===== src/rtl/uart_pkg.sv =====
// Shared UART definitions: state encoding, default framing, line levels.
// Defining UART_TX_PARITY_EN adds an even-parity bit after the data bits.
package uart_pkg;

    localparam int DATA_BITS_DEF = 8;
    localparam int STOP_BITS_DEF = 1;

    localparam logic IDLE_LEVEL  = 1'b1;
    localparam logic START_LEVEL = 1'b0;

`ifdef UART_TX_PARITY_EN
    localparam int PARITY_BITS = 1;
`else
    localparam int PARITY_BITS = 0;
`endif

    typedef enum logic [2:0] {
        ST_IDLE   = 3'd0,
        ST_WAIT   = 3'd1,
        ST_START  = 3'd2,
        ST_DATA   = 3'd3,
`ifdef UART_TX_PARITY_EN
        ST_PARITY = 3'd4,
`endif
        ST_STOP   = 3'd5
    } tx_state_e;

    // Frame length in bit periods; shared with the receiver side.
    function automatic int frame_len(input int data_bits, input int stop_bits);
        return 1 + data_bits + PARITY_BITS + stop_bits;
    endfunction

endpackage


===== src/rtl/uart_tx_shifter.sv =====
// Payload shift register (LSB out first) plus the per-state bit-period counter.
module uart_tx_shifter
    import uart_pkg::*;
#(
    parameter int DATA_BITS = DATA_BITS_DEF,
    parameter int CW        = $clog2(DATA_BITS + 1)
) (
    input  logic                 clk_i,
    input  logic                 rst_i,
    input  logic                 load_i,
    input  logic [DATA_BITS-1:0] data_i,
    input  logic                 shift_i,
    input  logic                 cnt_clr_i,
    input  logic                 cnt_inc_i,
    input  logic [CW-1:0]        cnt_last_i,
    output logic                 bit_o,
    output logic                 cnt_done_o
);

    logic [DATA_BITS-1:0] shift_q, shift_d;
    logic [CW-1:0]        cnt_q, cnt_d;

    always_comb begin
        shift_d = shift_q;
        if (load_i) begin
            shift_d = data_i;
        end else if (shift_i) begin
            shift_d = {1'b0, shift_q[DATA_BITS-1:1]};
        end
    end

    // Clear wins so a state entry always starts counting from zero.
    always_comb begin
        cnt_d = cnt_q;
        if (cnt_clr_i) begin
            cnt_d = '0;
        end else if (cnt_inc_i) begin
            cnt_d = cnt_q + CW'(1);
        end
    end

    always_ff @(posedge clk_i or posedge rst_i) begin
        if (rst_i) begin
            shift_q <= '0;
            cnt_q   <= '0;
        end else begin
            shift_q <= shift_d;
            cnt_q   <= cnt_d;
        end
    end

    assign bit_o      = shift_q[0];
    assign cnt_done_o = (cnt_q == cnt_last_i);

endmodule


===== src/rtl/uart_tx_framer.sv =====
// UART transmit framer: valid/ready byte in, start/data/[parity]/stop out.
// Defining UART_TX_PARITY_EN inserts an even-parity bit after the data bits.
module uart_tx_framer
    import uart_pkg::*;
#(
    parameter int DATA_BITS = DATA_BITS_DEF,
    parameter int STOP_BITS = STOP_BITS_DEF
) (
    input  logic                 inClock,
    input  logic                 reset,
    input  logic                 baudTick,
    input  logic [DATA_BITS-1:0] txData,
    input  logic                 txValid,
    output logic                 txReady,
    output logic                 txLine,
    output logic                 txBusy,
    output logic                 txDone,
    output tx_state_e            txState
);

    localparam int CW = $clog2(DATA_BITS + 1);

    // Handshake: a byte is taken on a rising inClock edge where txValid and
    // txReady are both high; txReady is high only in IDLE, txData is ignored
    // at all other times.

    tx_state_e state_q, state_d;
    logic      line_q, line_d;
    logic      done_q, done_d;
    logic      accept;
    logic      load, shift, cnt_clr, cnt_inc;
    logic      cur_bit, cnt_done;
    logic [CW-1:0] cnt_last;

    assign accept = txValid && (state_q == ST_IDLE);

    uart_tx_shifter #(
        .DATA_BITS (DATA_BITS),
        .CW        (CW)
    ) u_shifter (
        .clk_i      (inClock),
        .rst_i      (reset),
        .load_i     (load),
        .data_i     (txData),
        .shift_i    (shift),
        .cnt_clr_i  (cnt_clr),
        .cnt_inc_i  (cnt_inc),
        .cnt_last_i (cnt_last),
        .bit_o      (cur_bit),
        .cnt_done_o (cnt_done)
    );

`ifdef UART_TX_PARITY_EN
    logic parity_q;

    always_ff @(posedge inClock or posedge reset) begin
        if (reset) begin
            parity_q <= 1'b0;
        end else if (accept) begin
            parity_q <= ^txData;
        end
    end
`endif

    always_comb begin
        state_d  = state_q;
        line_d   = line_q;
        done_d   = 1'b0;
        load     = 1'b0;
        shift    = 1'b0;
        cnt_clr  = 1'b0;
        cnt_inc  = 1'b0;
        cnt_last = (state_q == ST_STOP) ? CW'(STOP_BITS - 1) : CW'(DATA_BITS - 1);
        case (state_q)
            ST_IDLE: begin
                line_d = IDLE_LEVEL;
                // Ticks are not looked at here, so a tick coincident with
                // accept cannot shorten the start bit.
                if (accept) begin
                    load    = 1'b1;
                    state_d = ST_WAIT;
                end
            end
            ST_WAIT: begin
                if (baudTick) begin
                    state_d = ST_START;
                    line_d  = START_LEVEL;
                end
            end
            ST_START: begin
                if (baudTick) begin
                    state_d = ST_DATA;
                    line_d  = cur_bit;
                    shift   = 1'b1;
                    cnt_clr = 1'b1;
                end
            end
            ST_DATA: begin
                if (baudTick) begin
                    if (cnt_done) begin
                        cnt_clr = 1'b1;
`ifdef UART_TX_PARITY_EN
                        state_d = ST_PARITY;
                        line_d  = parity_q;
`else
                        state_d = ST_STOP;
                        line_d  = IDLE_LEVEL;
`endif
                    end else begin
                        cnt_inc = 1'b1;
                        line_d  = cur_bit;
                        shift   = 1'b1;
                    end
                end
            end
`ifdef UART_TX_PARITY_EN
            ST_PARITY: begin
                if (baudTick) begin
                    state_d = ST_STOP;
                    line_d  = IDLE_LEVEL;
                    cnt_clr = 1'b1;
                end
            end
`endif
            ST_STOP: begin
                if (baudTick) begin
                    if (cnt_done) begin
                        state_d = ST_IDLE;
                        done_d  = 1'b1;
                        line_d  = IDLE_LEVEL;
                    end else begin
                        cnt_inc = 1'b1;
                    end
                end
            end
            default: begin
                state_d = ST_IDLE;
                line_d  = IDLE_LEVEL;
            end
        endcase
    end

    always_ff @(posedge inClock or posedge reset) begin
        if (reset) begin
            state_q <= ST_IDLE;
            line_q  <= IDLE_LEVEL;
            done_q  <= 1'b0;
        end else begin
            state_q <= state_d;
            line_q  <= line_d;
            done_q  <= done_d;
        end
    end

    assign txReady = (state_q == ST_IDLE);
    assign txBusy  = (state_q != ST_IDLE);
    assign txLine  = line_q;
    assign txDone  = done_q;
    assign txState = state_q;

endmodule


===== config.mk =====
export PLATFORM = sky130hd
export DESIGN_NAME = uart_tx_framer
export DESIGN_NICKNAME = d
export VERILOG_FILES = /design/src/rtl/uart_pkg.sv /design/src/rtl/uart_tx_shifter.sv /design/src/rtl/uart_tx_framer.sv
export SDC_FILE = /design/constraint.sdc
export NUM_CORES = 1
export LEC_CHECK = 0
export ABC_AREA = 1
export BUFFER_PORTS_ARGS = -buffer_cell sky130_fd_sc_hd__buf_2
export CORE_MARGIN = 1
export CORE_UTILIZATION = 50
export DETAILED_ROUTE_END_ITERATION = 8
export HOLD_SLACK_MARGIN = 0.1
export PLACE_DENSITY_LB_ADDON = 0.15
export SLEW_MARGIN = 20
export SYNTH_ARGS = -nofsm -noshare
export SYNTH_HDL_FRONTEND = slang
export SYNTH_SLANG_ARGS = --single-unit

===== constraint.sdc =====
create_clock -name inClock -period 3.9 [get_ports inClock]
set_input_delay 0.78 -clock inClock [delete_from_list [all_inputs] [get_ports inClock]]
set_output_delay 0.78 -clock inClock [all_outputs]
set_load 0.02 [all_outputs]

Word-level counts from Yosys, hierarchy flattened
Cells that the tools add are included.
{"block": "classes", "addsub": 1, "eq_ne": 12, "n_mux": 31, "reduce_logical": 8}
{"cell": "$mux W3", "n": 8}
{"cell": "$mux W8", "n": 2}
{"cell": "$mux W1", "n": 15}
{"cell": "$pmux W3 S5", "n": 1}
{"cell": "$ne A2 B2 Y1 const B", "n": 6}
{"cell": "$mux W4", "n": 2}
{"cell": "$reduce_and A7 Y1", "n": 1}
{"cell": "$eq A3 B2 Y1 const B", "n": 2}
{"cell": "$reduce_and A5 Y1", "n": 1}
{"cell": "$add A4 B1 Y4 const B", "n": 1}
{"cell": "$eq A4 B3 Y1", "n": 1}
{"cell": "$pmux W1 S2", "n": 2}
{"cell": "$pmux W1 S4", "n": 1}
{"cell": "$reduce_bool A2 Y1", "n": 2}
{"cell": "$eq A3 B1 Y1 const B", "n": 1}
{"cell": "$eq A3 B3 Y1 const B", "n": 1}
{"cell": "$logic_not A3 Y1", "n": 1}
{"cell": "$reduce_bool A3 Y1", "n": 1}
{"cell": "$ne A2 B1 Y1 const B", "n": 1}
{"cell": "$reduce_or A2 Y1", "n": 1}
{"cell": "$logic_and A1 B1 Y1", "n": 1}
{"block": "word_totals", "register_bits": 17, "in_bits": 12, "out_inout_bits": 7, "wordCells": 57}

Logic depth before layout (Yosys ltp)
Gate-level depths: netlist (run 1).
{"block": "depth", "depth_word": 8, "ltp_mapped": 10, "depth_no_buf": 9}

Hierarchy
A second synthesis (run 1) with hierarchy kept.
{"block": "hier_totals", "cells_unflattened": 133, "area_unflattened_um2": 1029.7}
{"mod": "uart_tx_shifter", "instances": 1, "cells_per_inst": 71, "area_each_um2": 619.3, "seq_area_each_um2": 300.3}
{"mod": "uart_tx_framer", "instances": 1, "cells_per_inst": 62, "area_each_um2": 410.4, "seq_area_each_um2": 126.4}

Worst setup path after synthesis (run 1)
Ideal clock, no wire load.
{"block": "synth_path", "kind": "flip-flop to output port", "start": "register state_q[0], in the netlist txState[0]", "end": "output port txBusy", "t_arrival_ns": 1.103, "required_time_ns": 3.120, "slack_ns": 2.017, "stages_incl_launch_ff": 4, "path_buffers": 1, "path_cell_list": "dfrtp_1 -> buf_6 -> nor3_4 -> inv_2"}
{"block": "synth_via", "elab_chain_cells": 1}
{"element": "from (decl)", "line": "uart_tx_framer.sv:27", "text": "tx_state_e state_q, state_d;"}
{"element": "from (signal assigned)", "line": "uart_tx_framer.sv:149", "text": "state_q <= state_d;"}
{"element": "$reduce_bool A3 Y1", "line": "uart_tx_framer.sv:156", "text": "assign txBusy = (state_q != ST_IDLE);"}
{"element": "to (decl)", "line": "uart_tx_framer.sv:16", "text": "output logic txBusy,"}
Every way passes these cells.

Final worst setup path (run 1)
{"block": "layout_path", "start": "register state_q[0], in the netlist txState[0]", "end": "output port txReady"}
{"block": "layout_via", "elab_chain_cells": 1}
{"element": "$logic_not A3 Y1", "line": "uart_tx_framer.sv:155", "text": "assign txReady = (state_q == ST_IDLE);"}
{"element": "to (decl)", "line": "uart_tx_framer.sv:14", "text": "output logic txReady,"}
Every way passes these cells.

==> results.md, run 1 <==
* Asr flop ratio synth at 1.000
* Mapped cell area at about 1100 µm²
* H-tree levels at 1
* Met2 usage at 0.2800
* Top cells by count, synth: 34 x nand2_1, 16 x dfrtp_1, 15 x inv_1, 12 x nand3_1, 12 x nor2_1
* Fin Setup TNS at 0 ns
* Achievable clock frequency at 0.4693 GHz
* I/O pin count at 19
* Post-synthesis area per instance at 7.848 µm²
* Clock buffer depth at 2
* Global route total overflow at 0
* Drt wl/cell at between 10 and 15 µm
* Setup Buffers After CTS at 0
* First DRT Iteration DRCs at 9
* Routed wire length at around 1900 µm
* CTS resizes at 0
* First-pass GRT wire length at 2973 µm
* Met1 GRT Util at 0.2587
* CTS Hold Bufs at 0
* Die Wd at roughly 48 µm
* Reg clk slew, reported paths at 0.11 ns
* R2R depth at 7
* Pwr/cell area at approximately 800 nW/µm²
* GP Congestion at around 0.77
* Initial Utilization at 0.5385
* Setup-failing EPs final at 0
* Crit path max-delay family: flip-flops
* Share of layout cells above drive strength 1 at 0.2968
* Root Buffer Master: clkbuf_4
* RSZ-0062 raised after global routing: no
* Non-Filler Instances at around 180
* Worst-Skew Late Latency at 0.29 ns
* Area contributors post-synth: dfrtp_1 38%, nand2_1 12%, nand3_1 5.6%
* Synth Flop Type: dfrtp_1
* Slew @ Worst Pin at 0.6615 ns
* Library cells used by synthesis at 25
* Number of port buffers at 18
* Fin. Hold Viols at 0
* Delay of the slowest cell on the worst path at 0.50 ns
* Placed insts at roughly 180
* HP Class: reg2reg
* Crit path depth at 2
* CTS tree: yes
* FF-to-FF End: u_shifter.shift_q[3]
* Leading area contributor after synthesis: dfrtp_1
* CP startpoint: txState[0]
* Fraction of the yosys area taken by sequential cells at 0.3998
* Largest net degree at the start of global routing at 18
* Crit-path cells: nor3_4 -> buf_2
* Area grow syn2layout at 10.43%
* Core area at 1982 µm²
* Post-synthesis cell count at around 140
* Antenna violations before repair at 0
* Vias in the first global route at 719
* Remaining antenna violation count at 0
* Vias at 882
* CTS Buf Count at 3
* Pins Over Slew Limit at 0
* Yosys Warn Count at 0
* Critical path buffers and inverters at 1
* CP Class: reg2out
* Worst Path Arrival at 1.35 ns
* DRC Markers at 0
* Count leader, synth: nand2_1
* FP Rows at 16
* R2R Setup Slk at roughly 2.3 ns
* EDFF count, synth at 0
* Nets@finish at between 150 and 200
* Syn Nets at about 150
* Slew headroom at 0.5585
* Fin crit period at 2.131 ns
* Worst Slack Setup Final at about 1.8 ns
* GR peak layer: met2
* Max cap viols at 0
* Register bit total from synthesis at 17
* CP endpoint: txReady
* Initial DRT Pass Iterations at 5
* Leak at 0.6549 nW
* Die area at around 2300 µm²
* Antenna Cells at 0
* CP required at between 3 and 4 ns
* CP Max Fanout at 9
* Final period utilization at 0.5463
* Global Route Usage Sum at 0.1872
* Skew final at 0.004052 ns
* Post-DR vias/cell at 4.846
* M3 GR Usage at 0.03333
* Yosys top cell area share at 0.3751
* Slowest-stage cell, CP: dfrtp_1
* CTS sink cnt at 17
* Crit path launch type: flop
* Pre-CTS setup slack at ~2.1 ns
* Status: finished, final reports clean
* DP Wirelength at 1434 µm
* Worst IR Drop VDD at roughly 370 µV
* Fillers at about 200
* Chip height at a little under 50 µm
* Setup crit end kind: output port
* Reg2Reg Launch Point: txState[0]
[logic make-up (layout without fill, tap and decap cells)]
group | after synthesis | count (layout) | synth area share
AND/OR/NAND/NOR | 78 | 78 | 0.3763
buffers and inverters | 22 | 41 | 0.1032
flip-flops | 17 | 17 | 0.3998
AO/OA/AOI/OAI | 16 | 16 | 0.09261
XOR/XNOR | 2 | 2 | 0.01642
adder cells (fa/ha/maj) | 1 | 1 | 0.01172
[through the flow]
step	utilization	hold WS [ns]	power, mW	area (µm²)
after floorplan	-	0.4690	0.7789	1067
after global placement	0.5814	0.4513	0.8318	1152
after detailed placement	0.5814	0.4695	0.8468	1152
after CTS	0.5947	0.4871	0.9479	1179
after global routing	0.5947	0.5115	1.036	1179
final	0.5947	0.4826	0.9412	1179
[placed cells by master, fill, tap and decap left out, types with 3 or more instances in the layout]
cell and n:
nand2_1 34, buf_2 18, dfrtp_1 16, inv_1 15, nor2_1 12, nand3_1 12
nand2_2 8, a21oi_1 6, o21ai_2 5, inv_2 4, nand4_1 3, o21ai_1 3
clkbuf_4 3
[how the worst min path moves through the flow]
stage	slack, ns	endpoint	cells past startpoint	from
final	0.48	txLine	2	txLine
after global routing	0.51	txLine	2	txLine
after CTS	0.49	txLine	2	txLine
after detailed placement	0.47	txLine	2	txLine
after global placement	0.45	txLine	2	txLine
after floorplan	0.47	u_shifter.shift_q[7]	2	u_shifter.shift_q[7]
[sequential cells by signal, summed over array words and instances, names as in the netlist]
signal / cells
txLine: 1
u_shifter.shift_q: 8
txState: 3
txDone: 1
u_shifter.cnt_q: 4
[routing by layer]
metal	vias to the layer above	routed length, µm
met5	-	0
met3	2	56
met4	0	13
met1	393	944
li1	476	-
met2	11	926
[power by group]
| part | total (mW) | internal (mW) | switching (mW) | leakage [nW] |
|---|---|---|---|---|
| Sequential | 0.316 | 0.252 | 0.0637 | 0.218 |
| Combinational | 0.526 | 0.183 | 0.343 | 0.422 |
| Clock | 0.0991 | 0.0398 | 0.0593 | 0.0150 |
| Total | 0.941 | 0.475 | 0.466 | 0.655 |
[layout make-up]
type,instances,area [µm²],share of cell area
Clock buffer,4,26.28,0.02229
Timing Repair Buffer,18,90.09,0.07643
Sequential cell,17,426.7,0.3620
Tap cell,27,33.78,0.02866
Multi-Input combinational cell,97,530.5,0.4501
Inverter,19,71.32,0.06051
[worst min-delay path: cells and delay by family (launching register included)]
| kind | cells | cell delay [ns] |
|---|---|---|
| simple gates | 2 | 0.11 |
| flops | 1 | 0.38 |
Power figures use the tool's default switching activity.
==> run 2, diff against run 1 <==
--- a/config.mk
+++ b/config.mk
@@ -8,7 +8,7 @@
 export ABC_AREA = 1
 export BUFFER_PORTS_ARGS = -buffer_cell sky130_fd_sc_hd__buf_2
 export CORE_MARGIN = 1
-export CORE_UTILIZATION = 50
+export CORE_UTILIZATION = 49
 export DETAILED_ROUTE_END_ITERATION = 8
 export HOLD_SLACK_MARGIN = 0.1
 export PLACE_DENSITY_LB_ADDON = 0.15
==> constraint.sdc (replaced) <==
create_clock -name inClock -period 1.9 [get_ports inClock]
set_input_delay 0.38 -clock inClock [delete_from_list [all_inputs] [get_ports inClock]]
set_output_delay 0.38 -clock inClock [all_outputs]
set_load 0.02 [all_outputs]
==> run 2 against run 1 <==
Clock power increased by 95%. Design area stayed put. Utilization is 0.59 points lower. Clock skew decreased by 0.0023 ns. Sequential power grew 100%. Via count is 0.91% lower. Hold slack got worse by 0.31 ns. Critical endpoint unchanged. Largest cell class unchanged.
==> results.md, run 2 (same netlist as run 1, synthesis figures left out) <==
* Fin. Hold Viols at 0 (unchanged)
* Slew @ Worst Pin at 0.6609 ns (-0.0005252 ns)
* Max cap viols at 0 (unchanged)
* Achievable clock frequency at 0.5917 GHz
* Final period utilization at 0.8894
* First-pass GRT wire length at 3346 µm (+13%)
* Most flops, register: u_shifter.shift_q
* CP Max Fanout at 9 (unchanged)
* Worst IR Drop VDD at 875.1 µV (+130%)
* Fin crit period at roughly 1.7 ns
* Largest register FFs at 8 (unchanged)
* Largest net degree at the start of global routing at 18 (unchanged)
* CP required at 1.52 ns (-1.60 ns)
* Routed wire length at 1961 µm (+1.0%)
* Setup-failing EPs final at 0 (unchanged)
* GP Congestion at 0.8462 (+9.5%)
* DP Wirelength at 1546 µm (+7.9%)
* Die area at 2369 µm² (+2.0%)
* Antenna violations before repair at 0 (unchanged)
* Core area at 2002 µm² (+1.0%)
* DRC Markers at 0 (unchanged)
* R2R Setup Slk at 0.29 ns (-1.97 ns)
* CTS Hold Bufs at 0 (unchanged)
* Number of port buffers at 18 (unchanged)
* Drt wl/cell at 10.77 µm (+1.0%)
* Most frequent cells in the layout: 34 x nand2_1, 18 x buf_2, 16 x dfrtp_1
* Fin Setup TNS at 0 ns (unchanged)
* Remaining antenna violation count at 0 (unchanged)
* Antenna Cells at 0 (unchanged)
* Root Buffer Master: clkbuf_4
* CTS sink cnt at 17 (unchanged)
* Skew final at 0.001756 ns (-0.002296 ns)
* Area grow syn2layout at 10.43% (unchanged)
* RSZ-0062 raised after global routing: no
* Worst Path Arrival at 1.31 ns (-0.04 ns)
* Initial DRT Pass Iterations at 4 (-1)
* HP Class: in2async
* Nets@finish at 169 (unchanged)
* Fillers at 195 (-0.51%)
* CTS tree: yes
* Leak at 0.6549 nW (unchanged)
* Clock buffer depth at 2 (unchanged)
* FP Rows at 16 (unchanged)
* Slew headroom at 0.5589 (about the same)
* CP Class: reg2out
* Hold_ws at 0.1693 ns (-0.3133 ns)
* Share of layout cells above drive strength 1 at 0.2968 (unchanged)
* CTS resizes at 0 (unchanged)
* Pins Over Slew Limit at 0 (unchanged)
* Pwr/cell area at 1629 nW/µm² (+100%)
* Vias at 874 (-0.91%)
* Setup Buffers After CTS at 0 (unchanged)
* Status: finished, final reports clean
* Initial Utilization at 0.5331 (-0.005385)
* Crit path launch type: flop
* First DRT Iteration DRCs at 14 (+5)
* Vias in the first global route at 787 (+9.5%)
* Global route total overflow at 0 (unchanged)
* Worst-Skew Late Latency at 0.29 ns (about the same)
* Most common library cell in the layout ignoring fill and taps: nand2_1
* Reg clk slew, reported paths at 0.10 ns (about the same)
* I/O pin count at 19 (unchanged)
* CTS Buf Count at 3 (unchanged)
* Global Route Usage Sum at 0.1830 (-0.004235)
* Chip height at 48.67 µm (+0.98%)
* Die Wd at 48.67 µm (+0.98%)
* H-tree levels at 1 (unchanged)
* Post-DR vias/cell at 4.802 (-0.91%)
* Setup crit end kind: output port
-- run 2: cell counts in the layout (fill, tap and decap cells not counted) --
Identical to the previous run, type by type.
-- run 2: worst max-delay path, stage by stage (launching register included) --
cell and delay (ns):
dfrtp_1 0.49, nor3_4 0.31, buf_2 0.22
-- run 2: cell type report --
cell class	instances	area [µm²]	area share
Tap cell	27	33.78	0.02866
Sequential cell	17	426.7	0.3620
Clock buffer	4	26.28	0.02229
Timing Repair Buffer	18	90.09	0.07643
Multi-Input combinational cell	97	530.5	0.4501
Inverter	19	71.32	0.06051
-- run 2: worst paths after layout --
| check | start | cells after the start | endpoint |
|---|---|---|---|
| max | txState[0] | 2 | txReady |
| min | reset | 2 | u_shifter.cnt_q[0] |
| max reg2reg | txState[0] | 7 | u_shifter.shift_q[3] |
| min reg2reg | txLine | 2 | txLine |
| max in group asynchronous | reset | 2 | txState[0] |
| min in group inClock | txData[7] | 3 | u_shifter.shift_q[7] |
-- run 2: layer usage --
layer,up-vias,global-route usage,share of wire
met4,0,0.07353,0.014
li1,473,-,-
met1,382,0.2500,0.51
met2,15,0.2894,0.45
met5,-,0,0
met3,4,0.02830,0.030
-- run 2: where the power goes --
part | switching [mW] | leakage [nW] | internal, mW
Clock | 0.112 | 0.0150 | 0.0816
Combinational | 0.706 | 0.422 | 0.376
Sequential | 0.128 | 0.218 | 0.517
Total | 0.945 | 0.655 | 0.975
-- run 2: stage by stage --
| step | utilization | instances | power, mW | worst slack, ns | instance area, µm² |
|---|---|---|---|---|---|
| floorplan | - | 136 | 1.599 | 0.2525 | 1067 |
| global placement | 0.5756 | 178 | 1.707 | 0.3984 | 1152 |
| global route | 0.5888 | 182 | 2.106 | 0.1153 | 1179 |
| detailed placement | 0.5756 | 178 | 1.739 | 0.3205 | 1152 |
| CTS | 0.5888 | 182 | 1.937 | 0.1941 | 1179 |
| finish | 0.5888 | 182 | 1.920 | 0.2101 | 1179 |
